--- src/rtl/phase2.sv ---
// Vault unlock stage 2: once armed by stage 1, accepts a 3-digit keypad code
// with an inter-digit timeout and a bounded number of attempts.
module phase2 #(
   parameter logic [3:0]  CODE_D0        = 4'd7,
   parameter logic [3:0]  CODE_D1        = 4'd2,
   parameter logic [3:0]  CODE_D2        = 4'd9,
   parameter int unsigned TIMEOUT_CYCLES = 16,
   parameter int unsigned MAX_ATTEMPTS   = 3
) (
   input  logic       clk,
   input  logic       reset,
   input  logic       phase1_done,
   input  logic       phase1_fail,
   input  logic [3:0] key_in,
   input  logic       key_valid,
   output logic       armed,
   output logic [1:0] attempts_left,
   output logic       timeout_pulse,
   output logic       phase2_done,
   output logic       phase2_fail
);

   localparam logic [7:0] TIMER_LAST   = 8'(TIMEOUT_CYCLES - 1);
   localparam logic [1:0] ATTEMPTS_MAX = 2'(MAX_ATTEMPTS);

   typedef enum logic [1:0] {
      S_IDLE,
      S_ENTRY,
      S_DONE,
      S_FAIL
   } state_t;

   state_t     state;
   logic [3:0] digit0;
   logic [3:0] digit1;
   logic [3:0] digit2;
   logic [1:0] digit_cnt;
   logic [7:0] timer;
   logic [1:0] attempts_used;

   logic       third_key;
   logic       code_match;
   logic       expire;
   logic       entry_bad;
   logic [1:0] attempts_next;
   logic       lockout;

   always_comb begin
      // NOTE: every signal gets a default first, so no path through this block can infer a latch.
      third_key     = 1'b0;
      code_match    = 1'b0;
      expire        = 1'b0;
      entry_bad     = 1'b0;
      attempts_next = attempts_used;
      lockout       = 1'b0;

      if (state == S_ENTRY) begin
         third_key  = key_valid && (digit_cnt == 2'd2);
         // The third digit is compared straight from key_in; it is not yet in digit2.
         code_match = third_key && (digit0 == CODE_D0) && (digit1 == CODE_D1)
                      && (key_in == CODE_D2);
         // A key on the would-be timeout cycle is accepted instead.
         expire     = !key_valid && (digit_cnt != 2'd0) && (timer == TIMER_LAST);
         entry_bad  = (third_key && !code_match) || expire;
      end

      if (attempts_used < ATTEMPTS_MAX) begin
         attempts_next = attempts_used + 2'd1;
      end
      lockout = (attempts_next == ATTEMPTS_MAX);
   end

   // NOTE: sequential state uses non-blocking assignments so every register samples pre-edge values.
   always_ff @(posedge clk or posedge reset) begin
      if (reset) begin
         state         <= S_IDLE;
         // NOTE: the digit registers are reset explicitly so no partial code survives a reset.
         digit0        <= 4'd0;
         digit1        <= 4'd0;
         digit2        <= 4'd0;
         digit_cnt     <= 2'd0;
         timer         <= 8'd0;
         attempts_used <= 2'd0;
         armed         <= 1'b0;
         attempts_left <= ATTEMPTS_MAX;
         timeout_pulse <= 1'b0;
         phase2_done   <= 1'b0;
         phase2_fail   <= 1'b0;
      end else begin
         timeout_pulse <= 1'b0;

         case (state)
            S_IDLE: begin
               if (phase1_fail) begin
                  state       <= S_FAIL;
                  phase2_fail <= 1'b1;
               end else if (phase1_done) begin
                  state     <= S_ENTRY;
                  armed     <= 1'b1;
                  digit_cnt <= 2'd0;
                  timer     <= 8'd0;
               end
            end

            S_ENTRY: begin
               if (key_valid) begin
                  timer <= 8'd0;
                  case (digit_cnt)
                     2'd0: begin
                        digit0    <= key_in;
                        digit_cnt <= 2'd1;
                     end
                     2'd1: begin
                        digit1    <= key_in;
                        digit_cnt <= 2'd2;
                     end
                     default: begin
                        digit2    <= key_in;
                        digit_cnt <= 2'd0;
                     end
                  endcase
               end else if (expire) begin
                  timeout_pulse <= 1'b1;
                  digit_cnt     <= 2'd0;
                  timer         <= 8'd0;
               end else if (digit_cnt != 2'd0) begin
                  timer <= timer + 8'd1;
               end

               if (code_match) begin
                  state       <= S_DONE;
                  armed       <= 1'b0;
                  phase2_done <= 1'b1;
               end else if (entry_bad) begin
                  attempts_used <= attempts_next;
                  attempts_left <= ATTEMPTS_MAX - attempts_next;
                  if (lockout) begin
                     state       <= S_FAIL;
                     armed       <= 1'b0;
                     phase2_fail <= 1'b1;
                  end
               end
            end

            // Terminal: only reset leaves DONE or FAIL.
            S_DONE: state <= S_DONE;
            S_FAIL: state <= S_FAIL;

            default: state <= S_IDLE;
         endcase
      end
   end

endmodule

--- config.mk ---
export PLATFORM = sky130hd
export DESIGN_NAME = phase2
export DESIGN_NICKNAME = d
export VERILOG_FILES = /design/src/rtl/phase2.sv
export SDC_FILE = /design/constraint.sdc
export NUM_CORES = 1
export LEC_CHECK = 0
export ABC_AREA = 1
export BUFFER_PORTS_ARGS = -buffer_cell sky130_fd_sc_hd__buf_2
export CAP_MARGIN = 40
export CELL_PAD_IN_SITES_DETAIL_PLACEMENT = 1
export CELL_PAD_IN_SITES_GLOBAL_PLACEMENT = 1
export CORE_ASPECT_RATIO = 0.75
export CORE_MARGIN = 5
export CORE_UTILIZATION = 45
export DETAILED_ROUTE_END_ITERATION = 6
export PLACE_DENSITY_LB_ADDON = 0.1
export SYNTH_ARGS = -nofsm -noshare
export SYNTH_HDL_FRONTEND = slang
export SYNTH_SLANG_ARGS = --single-unit
--- constraint.sdc ---
create_clock -name clk -period 2.5 [get_ports clk]
set_clock_uncertainty 0.2 [all_clocks]
set_input_delay 0.5 -clock clk [delete_from_list [all_inputs] [get_ports clk]]
set_output_delay 0.5 -clock clk [all_outputs]
set_load 0.02 [all_outputs]
-- After elaboration in Yosys (flattened, before gate mapping)
Index checks and enable logic that the tools add are counted.
- bitwise operators: 1
- reductions and logical operators: 23
- order comparisons: 1
- multiplexer cells: 36
- equality and inequality tests: 21
- $add $sub $neg: 3
- operators with widths (cell ; count):
    $mux W8 ; 5
    $mux W2 ; 10
    $pmux W8 S2 ; 1
    $mux W1 ; 15
    $ne A2 B2 Y1 const B ; 6
    $ne A3 B3 Y1 const B ; 4
    $reduce_and A3 Y1 ; 4
    $reduce_and A5 Y1 ; 2
    $add A8 B1 Y8 const B ; 1
    $eq A2 B2 Y1 const B ; 4
    $eq A8 B4 Y1 const B ; 1
    $pmux W2 S2 ; 2
    $pmux W2 S4 ; 1
    $reduce_and A4 Y1 ; 2
    $logic_and A1 B1 Y1 ; 7
    $eq A2 B1 Y1 const B ; 2
    $eq A4 B2 Y1 const B ; 1
    $eq A4 B3 Y1 const B ; 1
    $eq A4 B4 Y1 const B ; 1
    $logic_not A2 Y1 ; 2
    $ne A4 B3 Y1 const B ; 1
    $pmux W1 S2 ; 2
    $reduce_bool A2 Y1 ; 2
    $add A2 B1 Y2 const B ; 1
    6 further kinds ; 7
- bits of input ports: 9
- register bits after elaboration: 28
- logic and storage cells: 96
- output and inout bits: 6

-- Logic depth before layout (Yosys ltp)
Gate-level depths: netlist of run 1.
- depth after elaboration: 12
- depth in mapped cells: 11
- gate-level depth less buffers: 11

-- Worst setup path before layout of run 1
No wires, ideal clock.
- kind: in2reg
- from: input port key_in[3]
- to: register attempts_used[0]
- path buffers: 0
- cell stages on the path: 9
- library setup time: 0.127 ns
- arrival time: 1.150 ns
- data required time: 2.173 ns
- path slack: 1.023 ns
- path through: inv_1 nor2_1 nand2_1 nor2_1 nand2_1 nand2_1 nand2_1 nand2_1 o21ai_0
- word-level cells in the longest chain between the ends: 7
- elaborated cells on any way between the ends: 9
- those cells by class: eq/ne: 1; mux: 2; bitwise: 1; reduce/logical: 5
- RTL lines (what ; line ; RTL):
    start, declared ; 14 ; input logic [3:0] key_in,
    $eq A4 B4 Y1 * ; 61 ; && (key_in == CODE_D2);
    $logic_and A1 B1 Y1 * ; 61 ;
    $logic_not A1 Y1 ; 64 ; entry_bad = (third_key && !code_match) || expire;
    $logic_and A1 B1 Y1 ; 64 ;
    $logic_or A1 B1 Y1 ; 64 ;
    $mux W1 ; 57 ; if (state == S_ENTRY) begin
    $reduce_and A3 Y1 (no line) * ; -- ;
    end signal, assigned ; 135 ; attempts_used <= attempts_next;
    end, declared ; 39 ; logic [1:0] attempts_used;
Mark *: on every way between the ends. The rest lies on a longest branch, timed or not.
A chain may end at the register's enable or synchronous reset.

-- Worst setup path after layout of run 1
- from: register state[0]
- to: register timer[3]
- word-level cells in the longest chain between the ends: 5
- elaborated cells on any way between the ends: 11
- those cells by class: eq/ne: 4; mux: 4; reduce/logical: 3
- RTL lines (what ; line ; RTL):
    start, declared ; 33 ; state_t state;
    start signal, assigned ; 76 ; state <= S_IDLE;
    start signal, assigned ; 95 ; state <= S_FAIL;
    start signal, assigned ; 98 ; state <= S_ENTRY;
    $eq A2 B1 Y1 ; 57, 92 ;
    $mux W1 ; 57 ;
    $mux W8 ; 122 ; end else if (expire) begin
    $mux W8 ; 106 ; if (key_valid) begin
    $pmux W8 S2 ; 92 ; case (state)
    end signal, assigned ; 127 ; timer <= timer + 8'd1;
    end, declared ; 38 ; logic [7:0] timer;
Parallel ways exist; a longest one is shown, timed or not.

==> out/results.txt, run 1 <==
Status = complete, no violations
Wire per inst = 14.7 um
Comb power frac = 21.9%
CTS sink count = 28
DR vias = 1285
Clk network pwr share = 27.5%
Final Critical Period = 1.80 ns
FF-to-FF End = timer[3]$_DFFE_PP0P_
Netlist Area Pre-Place = 1420 sq um
Commonest non-fill, non-tap cell in the layout = nand2_1
Initial antenna violation count = 0
Cells after Synth = 190
Setup TNS = 0 ns
Grt ovf = 0
Nets = 220
CTS Buf Count = 3
Final core utilization = 54.2%
R2R depth = 9
Die Area = 4380 sq um
Clk root buf = clkbuf_8
Sequential fraction of the synthesis area = 49.6%
Yosys top cell by area = dfrtp_1
Core Rows = 17
Worst setup SP type = register
Hold Fails Final Rpt = 0
Largest net degree at the start of global routing = 29
Share of Yosys cell area claimed by the top area cell type = 45.9%
Clock tree buffer depth = 2
Port Buffers = 14
Critical R2R Launch = state[0]$_DFFE_PP0P_
Max-slew violations = 0
Syn_nets = 200
Core area = 2980 sq um
Share of cells above drive strength 1 = 12.4%
# H-tree levels = 1
Total of max-cap violations = 0
Setup CP Type = register to register
Reg2Reg Setup Slack = 0.70 ns
Slew margin rel. = 62.2%
Synth top area cells = dfrtp_1 46%, nand2_1 14%, inv_1 8.5%, o21ai_0 6.0%, nor2_1 5.8%
Pint = 0.897 mW
CP Data Arrival Time = 1.77 ns
Clk Latency, worst-skew pair = 0.28 ns
Pwr Density = 814 nW/um^2
Fin crit share = 72.2%
First-pass GRT wire length = 6310 um
Min-Delay Path Class = primary input to asynchronous set/reset pin
Worst Setup End Kind = register
# diodes = 0
Initial Utilization = 47.6%
DR pass1 iterations = 4
LEAKAGE = 0.838 nW
1st-iter DRT viols = 81
Unrepaired setup endpoints after global routing = false
CTS tree = done
Drt via density = 5.20
Quantity of hold-fixing buffers added after cts = 0
NetSw = 0.416 mW
Die height = 58.6 um
Syn Area/Cell = 7.45 sq um
Worst EP required = 2.46 ns
Final setup violation count = 0
Dpl hpwl = 2840 um
# DRC = 0
Gpl congestion = 0.822
Top achievable clock speed = 554 MHz
# IOs = 15
Clock transition at path regs = 0.10 ns
DRT antenna net count = 0
Worst IR drop on VDD = 0.494 mV
Synth Register Bits = 28
Post-CTS sizing = 0
Area Overhead vs Synth = 13.9%
Post-synth cell types = 21
Most frequent cells in the layout = 53 x nand2_1, 32 x inv_1, 26 x dfrtp_1, 22 x nor2_1, 17 x o21ai_0
Switching part of the total power = 31.7%
Hold Slack = 0.0597 ns
Setup bufs post-CTS = 0
Vias in the first global route = 1381
Critical Path Fanout Max = 12
Final WL = 3620 um
Seq pwr share = 50.6%
Die Wd = 74.8 um
Slew @ Worst Pin = 0.563 ns
GR Util All Layers = 18.5%
Warnings from Yosys = 0
## critical path, cell delays in order, from the launching register on
cell	delay (ns)
dfrtp_1	0.40
inv_1	0.06
nor2_1	0.04
buf_4	0.18
nand3_1	0.09
nand2_1	0.10
nor2_4	0.23
nand2_1	0.11
xor2_1	0.20
nor2_1	0.07
## worst max path at each step
stage | from | end | slack [ns] | cells past startpoint
2_1_floorplan | key_in[3] | attempts_used[0]$_DFFE_PP0P_ | 1.02 | 9
3_3_place_gp | key_in[2] | attempts_used[1]$_DFFE_PP0P_ | 0.70 | 9
3_5_place_dp | key_valid | timer[3]$_DFFE_PP0P_ | 0.62 | 8
4_1_cts | state[0]$_DFFE_PP0P_ | timer[3]$_DFFE_PP0P_ | 0.69 | 9
5_1_grt | state[0]$_DFFE_PP0P_ | timer[3]$_DFFE_PP0P_ | 0.54 | 9
6_report | state[0]$_DFFE_PP0P_ | timer[3]$_DFFE_PP0P_ | 0.70 | 9
## logic make-up (layout without fill, tap and decap cells)
group                      count (synthesis)  count (layout)  share of synthesized area, %
AOI/OAI and AO/OA                         23              23                          8.92
xor gates and xnor gates                   1               1                         0.618
adders and majority gates                  1               1                         0.883
buffers and inverters                     35              54                          9.54
DFF                                       28              28                          49.6
and+or+nand+nor                          102             102                          30.4
## state kept, by name (all words and copies together), names as in the netlist
| signal | flops |
|---|---|
| phase2_fail | 1 |
| attempts_used | 2 |
| armed | 1 |
| state | 2 |
| timer | 8 |
| phase2_done | 1 |
| attempts_left | 2 |
| digit0 | 4 |
| timeout_pulse | 1 |
| digit_cnt | 2 |
| digit1 | 4 |
## layout make-up
type                    instances  area [sq um]
clock buffers                   3          41.3
clock inverters                 1          30.0
fillers                       404          1370
inverters                      34           128
multi-input cells             127           578
flip-flops and latches         28           703
well taps                      38          47.5
repair buffers                 16          85.1
## cells in the mapped netlist
master,n
a22oi_1,1
o21ai_1,1
ha_1,1
nor3b_1,1
nand4_1,4
dfrtp_1,26
buf_4,1
nor3_1,5
xor2_1,1
nor2_1,22
nand2_1,53
o21ai_0,17
a21oi_2,1
nor2_4,1
o21bai_1,1
a21oi_1,1
dfstp_2,2
inv_1,32
nand3_1,16
o21a_1,1
inv_2,2
## power groups by stage
stage / clock network (mW) / registers (mW) / logic (mW)
floorplan: 0 / 0.656 / 0.201
global placement: 0 / 0.660 / 0.267
detailed placement: 0 / 0.673 / 0.287
CTS: 0.367 / 0.664 / 0.291
global route: 0.387 / 0.682 / 0.335
finish: 0.361 / 0.664 / 0.287
## through the flow
step	cells	power [mW]	setup WS, ns	area, sq um
after CTS	247	1.32	0.692	1610
after floorplan	190	0.857	1.02	1420
after global placement	243	0.927	0.697	1540
after detailed placement	243	0.959	0.615	1540
final	247	1.31	0.695	1610
after global routing	247	1.40	0.541	1610
## per-layer routing
layer  vias to the layer above  track usage, %  wire length, um
met5                         -               0                0
li1                        631               -                -
met4                         0            3.05               29
met3                         4            3.58              135
met2                        22            31.5             1730
met1                       628            24.8             1720
No activity file was read; power rests on OpenSTA's default activity.
==> inputs of run 2 (changes only) <==
Settings changed: CORE_UTILIZATION 45 to 38.
Clock period 2.5 ns to 1.6 ns, I/O delays scaled along.
==> run 2 against run 1 <==
Against the previous run:
- clock power is 57% higher
- die area is 16% higher
- largest power group unchanged
- critical path type unchanged
- largest cell class unchanged
- combinational power is 98% higher
- non-clock buffer count is 10 higher
==> out/results.txt, run 2 (synthesis gave the netlist of run 1 again) <==
Area of the multi-input gates = 653 sq um
CTS tree = done
Largest regs = timer: 8 flops, digit0: 4 flops, digit1: 4 flops
Number of flip-flops in the largest register = 8
1st-iter DRT viols = 62
GR Util All Layers = 16.2%
DP Area = 1610 sq um
FILL cells = 469
Dpl hpwl = 2800 um
Largest net degree at the start of global routing = 21
Die Area = 5060 sq um
DR pass1 iterations = 4
Comb power frac = 25.8%
Pwr Density = 1220 nW/um^2
Critical R2R Launch = state[1]$_DFFE_PP0P_
Die Wd = 80.5 um
Largest Register = timer
# H-tree levels = 1
Core Rows = 19
First-pass GRT wire length = 6540 um
Seq pwr share = 48.4%
Switching part of the total power = 32.6%
DRT antenna net count = 0
Nets = 230
Vias in the first global route = 1432
Clock tree buffer depth = 2
Slew @ Worst Pin = 0.427 ns
Final setup violation count = 0
Reg2Reg Setup Slack = 0.04 ns
# DRC = 0
Initial Utilization = 38.9%
CP Data Arrival Time = 1.52 ns
Pre-CTS setup slack = -0.0774 ns
Clk root buf = clkbuf_8
Clk Latency, worst-skew pair = 0.28 ns
Worst Setup End Kind = register
Grt ovf = 0
Worst EP required = 1.56 ns
Fin crit share = 97.4%
Final WL = 3820 um
Clock transition at path regs = 0.10 ns
# IOs = 15
Unrepaired setup endpoints after global routing = true
Setup TNS = 0 ns
Most frequent cells in the layout = 48 x nand2_1, 29 x inv_1, 24 x dfrtp_1, 16 x nor2_1, 14 x buf_2
Die height = 62.9 um
FF/Latch Area = 706 sq um
Wire per inst = 14.1 um
Setup CP Type = register to register
NetSw = 0.719 mW
Status = complete, no violations
Initial antenna violation count = 0
Hold Fails Final Rpt = 0
# diodes = 0
Critical path startpoint = state[1]$_DFFE_PP0P_
Final WS setup = 0.0419 ns
Port Buffers = 14
Top achievable clock speed = 642 MHz
Area Overhead vs Synth = 26.9%
Core area = 3640 sq um
Commonest non-fill, non-tap cell in the layout = nand2_1
Drt via density = 4.86
Worst setup SP type = register
HP Start = phase1_fail
Clk network pwr share = 25.8%
CTS sink count = 28
CTS Buf Count = 3
DR vias = 1317
Min-Delay Path Class = primary input to register
Total of max-cap violations = 0
Worst IR drop on VDD = 0.759 mV
Final Cell Area = 1800 sq um
Share of cells above drive strength 1 = 26.9%
Max-slew violations = 0
Slew margin rel. = 71.5%
Gpl congestion = 0.756
LEAKAGE = 0.904 nW
Final Critical Period = 1.56 ns
Critical Path Fanout Max = 10
Pint = 1.48 mW
-- run 2: area by class of cell --
type	instances	share of cell area [%]
Clock inverter	1	1.67
Timing Repair Buffer	26	9.74
Clock buffer	3	2.30
Sequential cell	28	39.2
Multi-Input combinational cell	127	36.3
Tap cell	52	3.62
Inverter	34	7.10
-- run 2: final timing paths --
check                                                to  depth (start not counted)
max in group asynchronous      digit_cnt[0]$_DFFE_PP0P_                          4
max reg2reg                       digit1[2]$_DFFE_PP0P_                          6
min                                state[1]$_DFFE_PP0P_                          3
min in group asynchronous             armed$_DFFE_PP0P_                          3
max                               digit1[2]$_DFFE_PP0P_                          6
min reg2reg                attempts_left[0]$_DFFE_PP1P_                          2
-- run 2: layer usage --
metal	up-vias	part of all wire, %	track usage, %
met5	-	0	0
met4	0	0.86	2.53
met3	4	2.8	3.46
met2	18	50	28.0
met1	642	46	21.2
li1	653	-	-
-- run 2: timing repair --
action,in CTS,in global routing
setup endpoints to repair,16,26
pin swaps,1,8
setup buffers,1,3
hold endpoints to repair,6,0
cloned,0,0
hold buffers,1,0
resized for setup,10,23
-- run 2: worst max-delay path: stages (launching register included) --
cell	delay (ns)
dfrtp_1	0.43
nor2_2	0.16
buf_4	0.22
nand4_1	0.11
buf_4	0.18
nand2_1	0.06
o21ai_0	0.08
-- run 2: through the flow --
stage                     utilization (%)  cells  hold WS [ns]  power, mW
final                                49.4    271         0.107       2.20
after global routing                 49.4    271         0.128       2.35
after CTS                            47.4    268         0.108       2.10
after detailed placement             44.2    262         0.135       1.51
after global placement               44.2    262         0.103       1.45
after floorplan                         -    190         0.184       1.34
-- run 2: power groups by stage --
| stage | logic, mW | registers [mW] | clock network (mW) |
|---|---|---|---|
| finish | 0.567 | 1.07 | 0.568 |
| global route | 0.645 | 1.09 | 0.614 |
| floorplan | 0.315 | 1.02 | 0 |
| detailed placement | 0.462 | 1.05 | 0 |
| CTS | 0.481 | 1.04 | 0.582 |
| global placement | 0.419 | 1.03 | 0 |
